<file path="src/rtl/sequence_detector_param_fsm.sv">
// Serial pattern detector built on a KMP automaton derived from PATTERN at elaboration.
// Supports overlap/non-overlap matching, Moore/Mealy match flag and a saturating match counter.
module sequence_detector_param_fsm #(
  parameter int                     PATTERN_LEN = 4,
  parameter logic [PATTERN_LEN-1:0] PATTERN     = 4'b1011,
  parameter bit                     OVERLAP     = 1'b1,
  parameter bit                     MOORE       = 1'b1,
  parameter int                     COUNT_WIDTH = 8
) (
  input  logic                   clock,
  input  logic                   resetnot,
  input  logic                   w,
  input  logic                   en,
  input  logic                   clear,
  output logic                   z,
  output logic [3:0]             currstate,
  output logic [3:0]             nextstate,
  output logic [COUNT_WIDTH-1:0] match_count,
  output logic [6:0]             HEX0,
  output logic [9:0]             LEDR
);

  typedef logic [3:0]        state_t;
  typedef logic [31:0][3:0]  trans_t;

  localparam state_t                 MATCH_S   = state_t'(PATTERN_LEN);
  localparam logic [COUNT_WIDTH-1:0] COUNT_MAX = '1;

  // Longest pattern prefix that is a suffix of (prefix of length s) followed by bit b.
  function automatic state_t kmp_step(input int s, input bit b);
    int best;
    bit ok;
    bit tbit;
    best = 0;
    for (int k = 1; k <= PATTERN_LEN; k++) begin
      if (k <= s + 1) begin
        ok = 1'b1;
        for (int j = 0; j < k; j++) begin
          if (s + 1 - k + j < s) tbit = PATTERN[PATTERN_LEN - 1 - (s + 1 - k + j)];
          else                   tbit = b;
          if (PATTERN[PATTERN_LEN - 1 - j] != tbit) ok = 1'b0;
        end
        if (ok) best = k;
      end
    end
    return state_t'(best);
  endfunction

  // Entry {state, bit}; from MATCH without overlap the automaton restarts from state 0.
  function automatic trans_t build_trans();
    trans_t t;
    t = '0;
    for (int s = 0; s <= PATTERN_LEN; s++) begin
      for (int b = 0; b < 2; b++) begin
        if (s == PATTERN_LEN && !OVERLAP) t[2*s + b] = kmp_step(0, bit'(b));
        else                              t[2*s + b] = kmp_step(s, bit'(b));
      end
    end
    return t;
  endfunction

  localparam trans_t TRANS = build_trans();

  state_t                 currstate_q, currstate_d, step_state;
  logic                   z_q, z_d;
  logic                   hit;
  logic [COUNT_WIDTH-1:0] match_count_q, match_count_d;

  // NOTE: every signal written here gets a default first, so no path leaves it unassigned (no latch).
  always_comb begin
    step_state    = TRANS[{currstate_q, w}];
    hit           = en && (step_state == MATCH_S);
    currstate_d   = en ? step_state : currstate_q;
    z_d           = (currstate_d == MATCH_S);
    match_count_d = match_count_q;
    if (clear) begin
      match_count_d = '0;
    end else if (hit && match_count_q != COUNT_MAX) begin
      match_count_d = match_count_q + COUNT_WIDTH'(1);
    end
  end

  // NOTE: state uses non-blocking assignments so all flops update from the same pre-edge values.
  always_ff @(posedge clock) begin
    if (!resetnot) begin
      currstate_q   <= '0;
      z_q           <= 1'b0;
      match_count_q <= '0;
    end else begin
      currstate_q   <= currstate_d;
      z_q           <= z_d;
      match_count_q <= match_count_d;
    end
  end

  assign z           = MOORE ? z_q : hit;
  assign currstate   = currstate_q;
  assign nextstate   = currstate_d;
  assign match_count = match_count_q;
  assign LEDR        = {z, 1'b0, 8'(match_count_q)};

  // Active-low segments, bit 0 = a ... bit 6 = g.
  always_comb begin
    HEX0 = 7'b1111111;
    case (currstate_q)
      4'h0: HEX0 = 7'b1000000;
      4'h1: HEX0 = 7'b1111001;
      4'h2: HEX0 = 7'b0100100;
      4'h3: HEX0 = 7'b0110000;
      4'h4: HEX0 = 7'b0011001;
      4'h5: HEX0 = 7'b0010010;
      4'h6: HEX0 = 7'b0000010;
      4'h7: HEX0 = 7'b1111000;
      4'h8: HEX0 = 7'b0000000;
      4'h9: HEX0 = 7'b0010000;
      4'hA: HEX0 = 7'b0001000;
      4'hB: HEX0 = 7'b0000011;
      4'hC: HEX0 = 7'b1000110;
      4'hD: HEX0 = 7'b0100001;
      4'hE: HEX0 = 7'b0000110;
      4'hF: HEX0 = 7'b0001110;
      default: HEX0 = 7'b1111111;
    endcase
  end

endmodule

</file>
<file path="config.mk">
export PLATFORM = sky130hd
export DESIGN_NAME = sequence_detector_param_fsm
export DESIGN_NICKNAME = d
export VERILOG_FILES = /design/src/rtl/sequence_detector_param_fsm.sv
export SDC_FILE = /design/constraint.sdc
export NUM_CORES = 1
export LEC_CHECK = 0
export CORE_MARGIN = 2
export CORE_UTILIZATION = 30
export CTS_BUF_LIST = sky130_fd_sc_hd__clkbuf_16
export DETAILED_ROUTE_END_ITERATION = 12
export PLACE_DENSITY = 0.62
export SYNTH_ARGS = -nofsm -noshare
export SYNTH_HDL_FRONTEND = slang
export SYNTH_SLANG_ARGS = --single-unit
</file>
<file path="constraint.sdc">
create_clock -name clock -period 2.65 [get_ports clock]
set_clock_uncertainty 0.1 [all_clocks]
set_input_delay 0.53 -clock clock [delete_from_list [all_inputs] [get_ports clock]]
set_output_delay 0.53 -clock clock [all_outputs]
set_load 0.005 [all_outputs]
</file>
==> results by group, run 1 <==
Min path
  – Hold_sp: match_count[5]$_SDFFE_PP0P_
  – WHS Path Cells: 2
  – Worst hold path type: flop to flop
  – Hold-critical path endpoint: match_count[5]$_SDFFE_PP0P_

Setup path
  – Setup CP Type: input port to output pin
  – Endpoint type of the worst setup path: output pin
  – Cells on worst reg2reg path: 11
  – Crit path launch type: input port
  – Worst Path Required: 2.02 ns
  – Worst R2R Setup Slack: 0.29 ns
  – CP Max Fanout: 8
  – Worst reg2reg startpoint: currstate[0]$_SDFF_PN0_
  – RR Endpoint: HEX0[4]$_DFF_P_
  – CP arrival: 1.93 ns

Global route
  – Total GRT Usage: 14.2%
  – Initial antenna violation count: 0
  – GR Overflow Total: 0
  – Number of global-route vias before repair: 1131
  – First-pass GRT wire length: 4950 um
  – Largest net degree at the start of global routing: 12

Synthesis
  – Syn Nets: 153
  – Post-synth top area share: between 30% and 40%
  – Mapped cell area: 1220 um^2
  – Flops & latches, synth: 20
  – Most frequent cells after synthesis: dfxtp_1 (20), nand2_1 (12), ha_1 (11)
  – Yosys top cell by area: dfxtp_1
  – Seq/Total Area, Yosys: 32.7%
  – Synthesized area per cell: around 8.9 um^2
  – Count leader, synth: dfxtp_1
  – YS warnings: 0
  – Async SR Flop Fraction: 0%
  – Dominant cells by area after synthesis: dfxtp_1 (33%), ha_1 (11%), buf_4 (6.1%), mux2i_1 (5.7%), nand2_1 (3.7%)
  – Gate Count Post-Synth: 137
  – Number of synthesized flops with an enable pin: 0
  – Ys flop type: dfxtp_1
  – Distinct cells, synth: 44

CTS
  – Max Root-Sink Buffers: 2
  – Clock latency on the worst-skew pair: approximately 0.25 ns
  – Sinks on Clock Net: 20
  – Clock transition at the registers of the reported paths: 0.05 ns
  – H-Tree Depth: 1
  – Root Driver: clkbuf_16
  – TritonCTS clock tree: yes
  – Total CTS buffers: 3
  – CTS Hold Bufs: 0

Placement
  – DP Wirelength: ~2400 um
  – PortBufs: 37
  – Pre-CTS setup slack: -0.388 ns
  – Routability cong.: 0.838
  – Placed instance area: 1680 um^2

Timing
  – Final WS setup: ~0.086 ns
  – Final Critical Period: 2.56 ns
  – Setup TNS: 0 ns
  – Max-slew violation count: 0
  – Tcrit/Tclk final: 96.7%
  – FMAX: roughly 390 MHz
  – RSZ-0062 raised after global routing: no
  – Fin. Hold Viols: 0
  – Final setup viols: 0

Power
  – Final Power: 731 uW
  – Leakage: roughly 0.8 nW
  – VDD IR-drop max: 0.000214 V
  – Pwr/cell area: 398 nW/um^2

Floorplanning
  – Die X: 67.9 um
  – Top Ports: 39
  – Cell Rows: 23
  – Total die area: about 4600 um^2
  – Chip Height: 67.9 um
  – Initial cell density of the core: 30.8%
  – Core Area: 3970 um^2

Layout
  – Post-route core utilization: a little under half
  – Area delta synth->final: 49.9%
  – ANT cells: 0
  – Layout cells sized above 1: 19.3%
  – Fin area: approximately 1800 um^2
  – Nets: just over 200

Routing
  – DRC errors left: 0
  – Via count: between 1000 and 1500
  – 1st-iter DRT viols: 74
  – Via density: 4.87
  – Avg WL per Cell: 13.1 um
  – Routed Antenna Nets: 0
  – Routed Wire Length: 3110 um
  – Total iterations of the first detailed-routing run: 4

Outcome
  – Outcome: complete, no violations

Job
  – Max-Cap Viols: 0
-- timing repair --
action	4_1_cts	5_1_grt
pin swaps	4	2
gates cloned	0	0
resized for setup	9	5
endpoints found under the setup margin	8	7
buffers inserted	7	0
-- cells in the final DEF, fill, tap and decap left out, drive strengths merged, types with 3 or more instances in the layout --
cell and count:
a21oi 3, and2 4, and4 3, buf 25
clkbuf 3, clkdlybuf4s50 33, dfxtp 20, ha 11
inv 9, mux2i 7, nand2 12, nand2b 4
nor3 3, o211ai 6, or4 3
-- kinds of logic (layout without fill, tap and decap cells) --
kind of cell    after synthesis  after routing  synth area share, %
compound gates               24             24                 14.0
xor+xnor                      1              1                0.715
fa+ha+maj                    11             11                 11.2
buf+inv                      25             75                 11.3
flops                        20             20                 32.7
mux                           8              8                 6.64
other cells                   1              1                0.306
simple gates                 47             47                 23.1
-- stage by stage --
stage	instances	hold WS, ns
4_1_cts	237	0.438
3_3_place_gp	226	0.417
3_5_place_dp	226	0.430
5_1_grt	237	0.482
6_report	237	0.438
2_1_floorplan	137	0.408
-- layer usage --
metal | vias up | wire length [um] | part of all wire, % | track usage, %
li1 | 575 | - | - | -
met1 | 547 | 1390 | 45 | 17.0
met2 | 31 | 1570 | 51 | 25.2
met3 | 2 | 135 | 4.3 | 2.63
met4 | 0 | 13 | 0.42 | 5.00
met5 | - | 0 | 0 | 0
-- state kept, by name (all words and copies together) (netlist names) --
| signal | cells |
|---|---|
| z | 1 |
| HEX0 | 7 |
| match_count | 8 |
| currstate | 4 |
-- worst max path at each step --
stage	start	end	slack, ns	depth (start not counted)
floorplan	en	HEX0[6]$_DFF_P_	0.03	9
global placement	en	nextstate[1]	-0.39	4
detailed placement	en	nextstate[1]	-0.39	4
CTS	en	HEX0[6]$_DFF_P_	0.007	10
global route	w	HEX0[4]$_DFF_P_	0.03	12
finish	en	nextstate[3]	0.09	5
-- worst max-delay path: stages --
cell	delay, ns
clkdlybuf4s50_1	0.42
buf_4	0.17
or2b_1	0.24
clkinv_1	0.07
clkdlybuf4s50_1	0.50
-- power breakdown --
group / leakage [nW] / internal, mW / total [mW] / switching [mW]
logic: 0.583 / 0.0635 / 0.111 / 0.0476
registers: 0.163 / 0.309 / 0.314 / 0.00436
clock network: 0.0385 / 0.201 / 0.307 / 0.106
-- final cells by class --
type | count | area [um^2]
Multi-Input combinational cell | 92 | 712
Clock inverter | 1 | 3.75
Clock buffer | 3 | 75.1
Sequential cell | 20 | 400
Fill cell | 364 | 2130
Tap cell | 50 | 62.6
Timing Repair Buffer | 61 | 546
Inverter | 10 | 37.5
No activity file was read; power rests on OpenSTA's default activity.
==> inputs of run 2 (changes only) <==
Settings changed: CORE_MARGIN 2 to 4.
==> results by group, run 2 (synthesis results as in run 1) <==
Power
  – Psw: 154 uW
  – Clk pwr share: 41.9%
  – Leakage: 0.769 nW
  – Logic pwr share: 14.4%
  – Reg power frac: between 40% and 50%
  – Final Power: around 720 uW
  – Switching part of the total: 21.3%
  – VDD IR-drop max: between 0.0003 and 0.0004 V
  – Pint: 567 uW
  – Pwr/cell area: approximately 400 nW/um^2

Layout
  – Most frequent cells in the layout: clkdlybuf4s50_1 (33), buf_4 (22), dfxtp_1 (20)
  – Layout cells sized above 1: 17.9%
  – Nets: 202
  – Fin cells: 232
  – ANT cells: 0
  – Area delta synth->final: 47.4%
  – Most common cell after layout, fill and taps aside: clkdlybuf4s50_1
  – Largest register FFs: 8

Setup path
  – Setup CP Type: input port to flop
  – CP Max Fanout: 4
  – Endpoint type of the worst setup path: flop
  – CP arrival: 2.53 ns
  – Worst Path Required: roughly 2.7 ns
  – Worst reg2reg startpoint: currstate[0]$_SDFF_PN0_
  – Crit. Startpoint: w
  – Crit path launch type: input port

CTS
  – CTS Hold Bufs: 0
  – Clock transition at the registers of the reported paths: 0.05 ns
  – Clock latency on the worst-skew pair: 0.25 ns
  – Max Root-Sink Buffers: 2
  – TritonCTS clock tree: yes
  – Total CTS buffers: 3
  – Root Driver: clkbuf_16
  – H-Tree Depth: 1
  – Sinks on Clock Net: 20

Timing
  – Fin. Hold Viols: 0
  – Final WS setup: 0.157 ns
  – Max-slew violation count: 0
  – Final setup viols: 0
  – RSZ-0062 raised after global routing: no
  – Tcrit/Tclk final: 94.1%
  – FMAX: roughly 400 MHz
  – Final Critical Period: roughly 2.5 ns
  – Final hold slack: roughly 0.45 ns

Job
  – Max-Cap Viols: 0

Floorplanning
  – Die X: 71.9 um
  – Initial cell density of the core: between 30% and 40%
  – Total die area: around 5200 um^2
  – Top Ports: 39
  – Chip Height: between 70 and 80 um
  – Cell Rows: 22
  – Core Area: 3800 um^2

Placement
  – Placed insts: 222
  – Pre-CTS setup slack: -0.382 ns
  – DP Wirelength: about 2400 um
  – Routability cong.: 0.785
  – PortBufs: 37

Routing
  – DRC errors left: 0
  – 1st-iter DRT viols: 108
  – Avg WL per Cell: 13.5 um
  – Total iterations of the first detailed-routing run: 4
  – Via count: 1170
  – Via density: 5.04
  – Routed Antenna Nets: 0
  – Routed Wire Length: ~3100 um

Global route
  – GR Overflow Total: 0
  – Number of global-route vias before repair: 1183
  – Initial antenna violation count: 0
  – First-pass GRT wire length: 5330 um
  – Total GRT Usage: 12.7%
  – Largest net degree at the start of global routing: 11

Min path
  – Worst hold path type: flop to flop
  – Hold_sp: match_count[5]$_SDFFE_PP0P_

Outcome
  – Outcome: complete, no violations
-- run 2: through the flow --
stage | TNS (ns) | util (%) | instance area (um^2)
floorplan | 0 | - | 1220
global placement | -3.27 | 43.9 | 1670
detailed placement | -4.09 | 43.9 | 1670
CTS | 0 | 47.4 | 1800
global route | 0 | 47.5 | 1810
finish | 0 | 47.5 | 1810
-- run 2: area by class of cell --
| type | count | area, um^2 |
|---|---|---|
| Clock buffer | 3 | 75.1 |
| Tap cell | 48 | 60.1 |
| Sequential cell | 20 | 400 |
| Multi-Input combinational cell | 92 | 698 |
| Timing Repair Buffer | 59 | 534 |
| Inverter | 10 | 37.5 |
| Fill cell | 347 | 1990 |
-- run 2: worst paths after layout --
kind	end	slack, ns	cells past startpoint
setup / recovery	HEX0[6]$_DFF_P_	0.16	12
hold / removal	match_count[5]$_SDFFE_PP0P_	0.45	2
setup reg to reg	HEX0[6]$_DFF_P_	0.22	11
hold reg to reg	match_count[5]$_SDFFE_PP0P_	0.45	2
-- run 2: timing repair --
action,CTS,global route
resized for setup,11,2
pin swaps,3,0
endpoints found under the setup margin,10,2
buffers inserted,7,0
-- run 2: metal layers --
layer | vias up | global-route usage (%) | wire, um
met5 | - | 0 | 0
met4 | 0 | 2.71 | 7
met3 | 2 | 4.43 | 233
met2 | 40 | 22.4 | 1530
met1 | 552 | 14.7 | 1360
li1 | 576 | - | -
-- run 2: power by group through the flow --
stage | clock network, mW | registers (mW) | logic (mW)
final | 0.302 | 0.315 | 0.104
after global routing | 0.319 | 0.316 | 0.115
after CTS | 0.310 | 0.315 | 0.104
after detailed placement | 0 | 0.321 | 0.0940
after global placement | 0 | 0.321 | 0.0918
after floorplan | 0 | 0.321 | 0.0424
-- run 2: critical path: stages --
cell and delay, ns:
clkdlybuf4s15_1 0.23, inv_1 0.08, ha_1 0.32, nand4bb_1 0.10
o211ai_1 0.13, buf_4 0.17, and2_1 0.16, buf_4 0.14
ha_1 0.23, mux2_2 0.28, nand2_1 0.07, o211ai_1 0.08
